### src/rtl/bp_pkg.sv
// Shared definitions for the branch prediction slice: counter encodings,
// default BTB geometry and the instruction size.
package bp_pkg;

    typedef enum logic [1:0] {
        SNT = 2'b00,
        WNT = 2'b01,
        WT  = 2'b10,
        ST  = 2'b11
    } cnt_t;

    localparam int          BTB_ENTRIES_DEFAULT = 16;
    localparam logic [31:0] INSN_SIZE           = 32'd4;

    function automatic cnt_t cnt_inc(input cnt_t c);
        cnt_t r;
        case (c)
            SNT:     r = WNT;
            WNT:     r = WT;
            default: r = ST;
        endcase
        return r;
    endfunction

    function automatic cnt_t cnt_dec(input cnt_t c);
        cnt_t r;
        case (c)
            ST:      r = WT;
            WT:      r = WNT;
            default: r = SNT;
        endcase
        return r;
    endfunction

endpackage

### src/rtl/bp_btb.sv
// Direct-mapped branch target buffer: combinational lookup port and a
// clocked update port applying the 2-bit saturating counter policy.
module bp_btb
    import bp_pkg::*;
#(
    parameter int BTB_ENTRIES = BTB_ENTRIES_DEFAULT,
    parameter int IDX_W       = $clog2(BTB_ENTRIES),
    parameter int TAG_W       = 30 - IDX_W
) (
    input  logic             clk,
    input  logic             rst,
    input  logic [IDX_W-1:0] rd_idx,
    input  logic [TAG_W-1:0] rd_tag,
    output logic             rd_hit,
    output logic             rd_taken,
    output logic [31:0]      rd_target,
    input  logic             wr_en,
    input  logic [IDX_W-1:0] wr_idx,
    input  logic [TAG_W-1:0] wr_tag,
    input  logic             wr_taken,
    input  logic             wr_jump,
    input  logic [31:0]      wr_target
);

    logic             valid_arr [BTB_ENTRIES];
    logic [TAG_W-1:0] tag_arr   [BTB_ENTRIES];
    logic [31:0]      tgt_arr   [BTB_ENTRIES];
    cnt_t             cnt_arr   [BTB_ENTRIES];

    logic wr_hit;

    always_comb begin
        rd_hit    = valid_arr[rd_idx] && (tag_arr[rd_idx] == rd_tag);
        rd_taken  = rd_hit && cnt_arr[rd_idx][1];
        rd_target = rd_hit ? tgt_arr[rd_idx] : 32'd0;
        wr_hit    = valid_arr[wr_idx] && (tag_arr[wr_idx] == wr_tag);
    end

    // Lookup above reads the pre-edge contents, so a same-index update is read-before-write.
    always_ff @(posedge clk or posedge rst) begin
        if (rst) begin
            for (int i = 0; i < BTB_ENTRIES; i++) begin
                valid_arr[i] <= 1'b0;
                tag_arr[i]   <= '0;
                tgt_arr[i]   <= '0;
                cnt_arr[i]   <= WNT;
            end
        end else if (wr_en) begin
            if (wr_jump) begin
                valid_arr[wr_idx] <= 1'b1;
                tag_arr[wr_idx]   <= wr_tag;
                tgt_arr[wr_idx]   <= wr_target;
                cnt_arr[wr_idx]   <= ST;
            end else if (wr_taken) begin
                tgt_arr[wr_idx] <= wr_target;
                if (wr_hit) begin
                    cnt_arr[wr_idx] <= cnt_inc(cnt_arr[wr_idx]);
                end else begin
                    valid_arr[wr_idx] <= 1'b1;
                    tag_arr[wr_idx]   <= wr_tag;
                    cnt_arr[wr_idx]   <= WT;
                end
            end else if (wr_hit) begin
                cnt_arr[wr_idx] <= cnt_dec(cnt_arr[wr_idx]);
            end
        end
    end

endmodule

### src/rtl/next_pc_gen.sv
// Next-PC generation: BTB prediction at fetch, branch resolution from EX,
// mispredict redirect/flush and performance counters.
module next_pc_gen
    import bp_pkg::*;
#(
    parameter int BTB_ENTRIES = BTB_ENTRIES_DEFAULT,
    parameter int IDX_W       = $clog2(BTB_ENTRIES),
    parameter int TAG_W       = 30 - IDX_W
) (
    input  logic        clk,
    input  logic        rst,
    input  logic [31:0] pc,
    input  logic        pipeline_stop,
    input  logic        ex_valid,
    input  logic [31:0] ex_pc,
    input  logic        ex_is_branch,
    input  logic        ex_is_jump,
    input  logic        ex_taken,
    input  logic [31:0] ex_target,
    input  logic        ex_pred_taken,
    input  logic [31:0] ex_pred_target,
    output logic [31:0] next_pc,
    output logic        pred_taken,
    output logic [31:0] pred_target,
    output logic        flush,
    output logic [31:0] perf_branches,
    output logic [31:0] perf_mispredicts
);

    logic        lookup_hit;
    logic        ctrl;
    logic        res_taken;
    logic        mispredict;
    logic [31:0] correct_pc;

    bp_btb #(
        .BTB_ENTRIES(BTB_ENTRIES),
        .IDX_W      (IDX_W),
        .TAG_W      (TAG_W)
    ) u_btb (
        .clk      (clk),
        .rst      (rst),
        .rd_idx   (pc[IDX_W+1:2]),
        .rd_tag   (pc[31:IDX_W+2]),
        .rd_hit   (lookup_hit),
        .rd_taken (pred_taken),
        .rd_target(pred_target),
        .wr_en    (ctrl && !pipeline_stop),
        .wr_idx   (ex_pc[IDX_W+1:2]),
        .wr_tag   (ex_pc[31:IDX_W+2]),
        .wr_taken (res_taken),
        .wr_jump  (ex_is_jump),
        .wr_target(ex_target)
    );

    // A branch+jump report is illegal; jump dominates because res_taken ORs it in.
    always_comb begin
        ctrl       = ex_valid && (ex_is_branch || ex_is_jump);
        res_taken  = ex_is_jump || (ex_is_branch && ex_taken);
        mispredict = ctrl && ((ex_pred_taken != res_taken) ||
                              (res_taken && (ex_pred_target != ex_target)));
        correct_pc = res_taken ? ex_target : (ex_pc + INSN_SIZE);
        flush      = mispredict;
        if (mispredict) begin
            next_pc = correct_pc;
        end else if (pred_taken) begin
            next_pc = pred_target;
        end else begin
            next_pc = pc + INSN_SIZE;
        end
    end

    always_ff @(posedge clk or posedge rst) begin
        if (rst) begin
            perf_branches    <= '0;
            perf_mispredicts <= '0;
        end else if (ctrl && !pipeline_stop) begin
            perf_branches <= perf_branches + 32'd1;
            if (mispredict) begin
                perf_mispredicts <= perf_mispredicts + 32'd1;
            end
        end
    end

    logic unused_hit;
    assign unused_hit = lookup_hit;

endmodule
### config.mk
export PLATFORM = sky130hd
export DESIGN_NAME = next_pc_gen
export DESIGN_NICKNAME = d
export VERILOG_FILES = /design/src/rtl/bp_pkg.sv /design/src/rtl/bp_btb.sv /design/src/rtl/next_pc_gen.sv
export SDC_FILE = /design/constraint.sdc
export NUM_CORES = 2
export LEC_CHECK = 0
export CAP_MARGIN = 20
export CELL_PAD_IN_SITES_DETAIL_PLACEMENT = 0
export CELL_PAD_IN_SITES_GLOBAL_PLACEMENT = 1
export CORE_UTILIZATION = 55
export CTS_CLUSTER_SIZE = 25
export DETAILED_ROUTE_END_ITERATION = 8
export PLACE_DENSITY = 0.82
export SLEW_MARGIN = 5
export SYNTH_ARGS = -nofsm -noshare
export SYNTH_HDL_FRONTEND = slang
export SYNTH_HIERARCHICAL = 1
export SYNTH_SLANG_ARGS = --single-unit
### constraint.sdc
create_clock -name clk -period 68.3 [get_ports clk]
set_input_delay 6.83 -clock clk [delete_from_list [all_inputs] [get_ports clk]]
set_output_delay 6.83 -clock clk [all_outputs]
set_load 0.01 [all_outputs]
After elaboration in Yosys (flattened, before gate mapping):

Cells that the tools add are included.

* flip-flop bits (word level): 1040
* output and inout port bits: 130
* logic and storage cells: 167

* add/sub/neg operators: 4
* order comparisons: 3
* equality and inequality tests: 8
* mux-type cells: 59
* bitwise gates (word level): 7
* reduce and logical (&&, ||, !) cells: 20

Operators by type and width (number)
* $mux W416: 3
* $mux W512: 2
* $bwmux W512: 1
* $bwmux W416: 1
* $mux W32: 11
* $bmux W26 S4: 2
* $mux W26: 5
* $bmux W32 S4: 1
* $demux W32 S4: 1
* $demux W26 S4: 1
* $add A32 B1 Y32 const B: 2
* $add A32 B3 Y32 const B: 2
* $bwmux W32: 2
* $eq A26 B26 Y1: 2
* $mux W16: 3
* $ne A32 B32 Y1: 1
* $or A16 B16 Y16: 2
* $or A32 B32 Y32: 1
* $mux W2: 13
* $and A16 B16 Y16: 1
* $bmux W2 S4: 2
* $not A16 Y16: 1
* $ge A5 B5 Y1 const B: 2
* $not A4 Y5: 2
* other kinds (18): 37

Logic depth before layout (Yosys ltp):

* depth after elaboration: 14
* depth in mapped cells: 18

Modules after synthesis:

Netlist, hierarchy kept.

By module, submodules not included
* bp_btb: times used 1, cells each 3204, area an instance 49500.0 um^2, seq. area each 24443.4 um^2
* next_pc_gen: times used 1, cells each 651, area an instance 5386.4 um^2, seq. area each 1601.5 um^2

Worst setup path before layout:

No wires, ideal clock.

* kind: input to output
* from: in pc[2]
* to: out next_pc[16]
* arrival time: 11.246 ns
* required time: 61.470 ns
* setup slack: 50.224 ns
* cell stages on the path: 14
* buffers on the path: 6
* cell sequence: clkbuf_1 > buf_1 > buf_1 > clkbuf_1 > mux4_2 > mux4_2 > xor2_1 > nor4_1 > nand4_1 > nor2b_1 > clkbuf_1 > clkbuf_1 > mux2i_1 > o21ai_0

* longest elaborated chain between the ends: 9
* elaborated cells between the ends (all ways): 20
* those cells by class: add/sub: 1; eq/ne: 1; mux: 15; bitwise: 1; reduce/logical: 2

Ends and longest elaborated chain
* start: declaration: line next_pc_gen.sv:12 `input logic [31:0] pc,`
* $not A4 Y5 (not written as such) *: line bp_btb.sv:33, bp_btb.sv:34
* $bmux W26 S4: line bp_btb.sv:33 `rd_hit = valid_arr[rd_idx] && (tag_arr[rd_idx] == rd_tag);`
* $mux W26 (not written as such) (2 in series): line bp_btb.sv:33
* $eq A26 B26 Y1: line bp_btb.sv:33
* $logic_and A1 B1 Y1: line bp_btb.sv:33
* $logic_and A1 B1 Y1 *: line bp_btb.sv:34 `rd_taken = rd_hit && cnt_arr[rd_idx][1];`
* net pred_taken: line next_pc_gen.sv:23 `output logic pred_taken,`
* $mux W32 *: line next_pc_gen.sv:66 `end else if (pred_taken) begin`
* $mux W32 *: line next_pc_gen.sv:64 `if (mispredict) begin`
* end: declaration: line next_pc_gen.sv:22 `output logic [31:0] next_pc,`

Mark *: on every way through the listed nets, which the timed path passes. The rest lies on a longest branch. The select of a mux whose other input is x is not followed.

Final worst setup path:

* from: in pc[2]
* to: out next_pc[20]

* longest elaborated chain between the ends: 9
* elaborated cells between the ends (all ways): 20
* those cells by class: add/sub: 1; eq/ne: 1; mux: 15; bitwise: 1; reduce/logical: 2

Ends and longest elaborated chain (line)
* $not A4 Y5 (not written as such): bp_btb.sv:33, bp_btb.sv:34, bp_btb.sv:35
* $bmux W26 S4: bp_btb.sv:33
* $mux W26 (not written as such) (2 in series): bp_btb.sv:33
* $eq A26 B26 Y1: bp_btb.sv:33
* $logic_and A1 B1 Y1: bp_btb.sv:33
* $mux W32 or $logic_and A1 B1 Y1 (tied branches): bp_btb.sv:35, bp_btb.sv:34
* $mux W32 *: next_pc_gen.sv:66
* $mux W32 *: next_pc_gen.sv:64

Every way passes the cells marked *; elsewhere a longest branch is shown, timed or not. The select of a mux whose other input is x is not followed.

==> flow_summary.toml <==
[timing]
holdWs_ns = 0.465
rsz0062_at_grt = "no"
relSlewSlack = 0.226
post-route-period-util = 0.290
tns_ns = 0
worstMarginPinSlew_ns = 1.16
layout_setup_ws_ns = 48.50
fin_skew_ns = 0.0304
finalHoldViolCount = 0
timing.fmax_mhz = 50.5
maxSlewViolCount = 0
finalWorstPathRequiredPeriod_ns = 19.80
setup_viol = 0

[place]
dp_hpwl_um = 104000
dp_slack_ns = 48.66
routabilityCongestion = 0.895
placed_cells = 5187
placed_area_um2 = 58600
io_buffers = 265

[critical_path]
critPathLaunch = "pc[2]"
crit_top_cell = "buf_4"
required_ns = 61.47
cp_num_buf_inv = 5
critical-path-top-delay-family = "buffers and inverters"
r2r_start = "u_btb/tag_arr[290]"
slowest_delay_ns = 0.74
critPathKind = "input pin to primary output"
worst-path-max-fanout = 71
worst_setup_path_end_kind = "primary output"
start_kind = "input pin"
path_cells = "buf_8 > buf_4 > mux4_2 > mux4_2 > xnor2_1 > nand4_1 > nor3_1 > nand4_1 > buf_4 > nor2b_4 > buf_4 > mux2i_1 > o21ai_0 > clkdlybuf4s50_1"
arrival_ns = 12.97
critical_path.slowest_cell = "buf_4"

[worst_hold_path]
hold_class = "register to register"
worstHoldStart = "perf_branches[31]"

[floorplanning]
die_y_um = 318
die_x_um = 318
fp-row-count = 115
start_util = 0.557
io_pins = 266
die_area_um2 = 101000
core-area_um2 = 98600

[power_and_ir_drop]
power.density_nw_per_um2 = 27.3
vdd_ir_drop_max_v = 0.0000199
p_clk_frac = 0.356
sw_frac_of_total = 0.268
power_switching_mw = 0.457
leakagePower_nw = 26.6
p_total_mw = 1.70
cell_internal_pwr_mw = 1.25
power.share.combinational = 0.187
power_frac_seq = 0.457

[route]
drt_pass1_iterations = 8
drt_first_iter_violations = 3996
ant_nets = 0
via_per_inst = 6.71
vias = 36200
wl_per_cell_um = 31.2
routed_wl_um = 168000
drc_errors = 0

[finish]
finish.instance_area_um2 = 62400
fillers = 7299
drive_above_1_share = 0.412
finalNonFillerCells = 5394
final_util = 0.633
synthToLayoutAreaGrowth_pct = 13.6
fin_nets = 4154

[global_routing]
grt_pass1_wl_um = 252000
grt_usage = 0.338
grt_max_degree = 178
antenna_found_initial = 18
grt_overflow = 0
grt_pass1_vias = 36300

[clock_network]
ctsHoldBuffers = 0
cts_tree = "yes"
clock_path_buffers = 3
cts_resized = 0
cts_setup_buffers = 0
clk_pin_slew_ns = 0.06
cts_buffers = 109
clkSinkCount = 1040
htree_levels = 3
clk_latency_ns = 0.72
root_buffer = "clkbuf_16"

[yosys]
syn_nets = 3994
synth.cell_area_um2 = 54900
synth_warnings = 6
syn_area_per_cell_um2 = 14.2
synthCells = 3854

[run_status]
outcome = "complete, no violations"

[flow_run]
cap_violations = 0
[power groups by stage]
stage	clock, mW	combinational (mW)	sequential [mW]
2_1_floorplan	0	0.230	0.768
3_3_place_gp	0	0.308	0.782
3_5_place_dp	0	0.315	0.786
4_1_cts	0.615	0.317	0.776
5_1_grt	0.640	0.338	0.790
6_report	0.606	0.319	0.779
[path summary, 6_finish.rpt]
kind | end | slack, ns | cells past startpoint
max | next_pc[20] | 48.50 | 14
min | perf_branches[31] | 0.47 | 1
max reg2reg | u_btb/tag_arr[62] | 63.79 | 10
min reg2reg | perf_branches[31] | 0.47 | 1
max in group asynchronous | u_btb/tag_arr[243] | 58.85 | 6
min in group asynchronous | u_btb/tgt_arr[379] | 6.74 | 2
[cell type report]
| type | instances | area, µm² | share of cell area |
|---|---|---|---|
| diodes | 2 | 5.00 | 0.0000803 |
| clock buffers | 172 | 3250 | 0.0522 |
| clock inverters | 30 | 428 | 0.00686 |
| inverters | 34 | 135 | 0.00217 |
| multi-input cells | 2458 | 27400 | 0.439 |
| flip-flops and latches | 1040 | 26000 | 0.418 |
| well taps | 1287 | 1610 | 0.0258 |
| repair buffers | 371 | 3520 | 0.0565 |
[worst register-to-register path: stages, from the launching register on]
cell	delay [ns]
dfrtp_1	0.41
mux4_2	0.48
mux2i_1	0.20
xnor2_1	0.35
o32ai_1	0.32
o21ai_0	0.41
nor4_4	0.03
buf_4	0.30
nor3_4	0.95
buf_4	0.53
mux2_2	0.40
[cells in the final DEF (no fill, tap or decap), types with 22 or more instances in the layout]
master / count
clkbuf_16: 109
mux2_2: 891
nand4_1: 48
mux4_2: 390
a31oi_1: 36
clkbuf_8: 31
clkbuf_1: 34
inv_1: 31
xor2_1: 55
clkdlybuf4s50_1: 257
mux2i_1: 81
a21oi_1: 37
o21ai_0: 48
nand3_1: 58
dfrtp_1: 1024
nand2_1: 124
buf_4: 102
mux2_1: 22
nor2b_1: 48
mux2_4: 43
nor3_1: 51
xnor2_1: 142
nor2_1: 74
[flip-flops by register name (all words and copies together), names as in the netlist]
| name | cells |
|---|---|
| perf_branches | 32 |
| u_btb/valid_arr | 16 |
| u_btb/tag_arr | 416 |
| perf_mispredicts | 32 |
| u_btb/tgt_arr | 512 |
| u_btb/cnt_arr | 32 |
[metal layers]
layer | vias to the layer above | part of all wire | wire (µm) | global-route usage
met3 | 279 | 0.10 | 16800 | 0.0888
met2 | 1747 | 0.45 | 74900 | 0.493
met5 | - | 0.00085 | 143 | 0
met4 | 24 | 0.030 | 5060 | 0.107
li1 | 14800 | - | - | -
met1 | 19300 | 0.42 | 71300 | 0.496
Power figures use the tool's default switching activity.
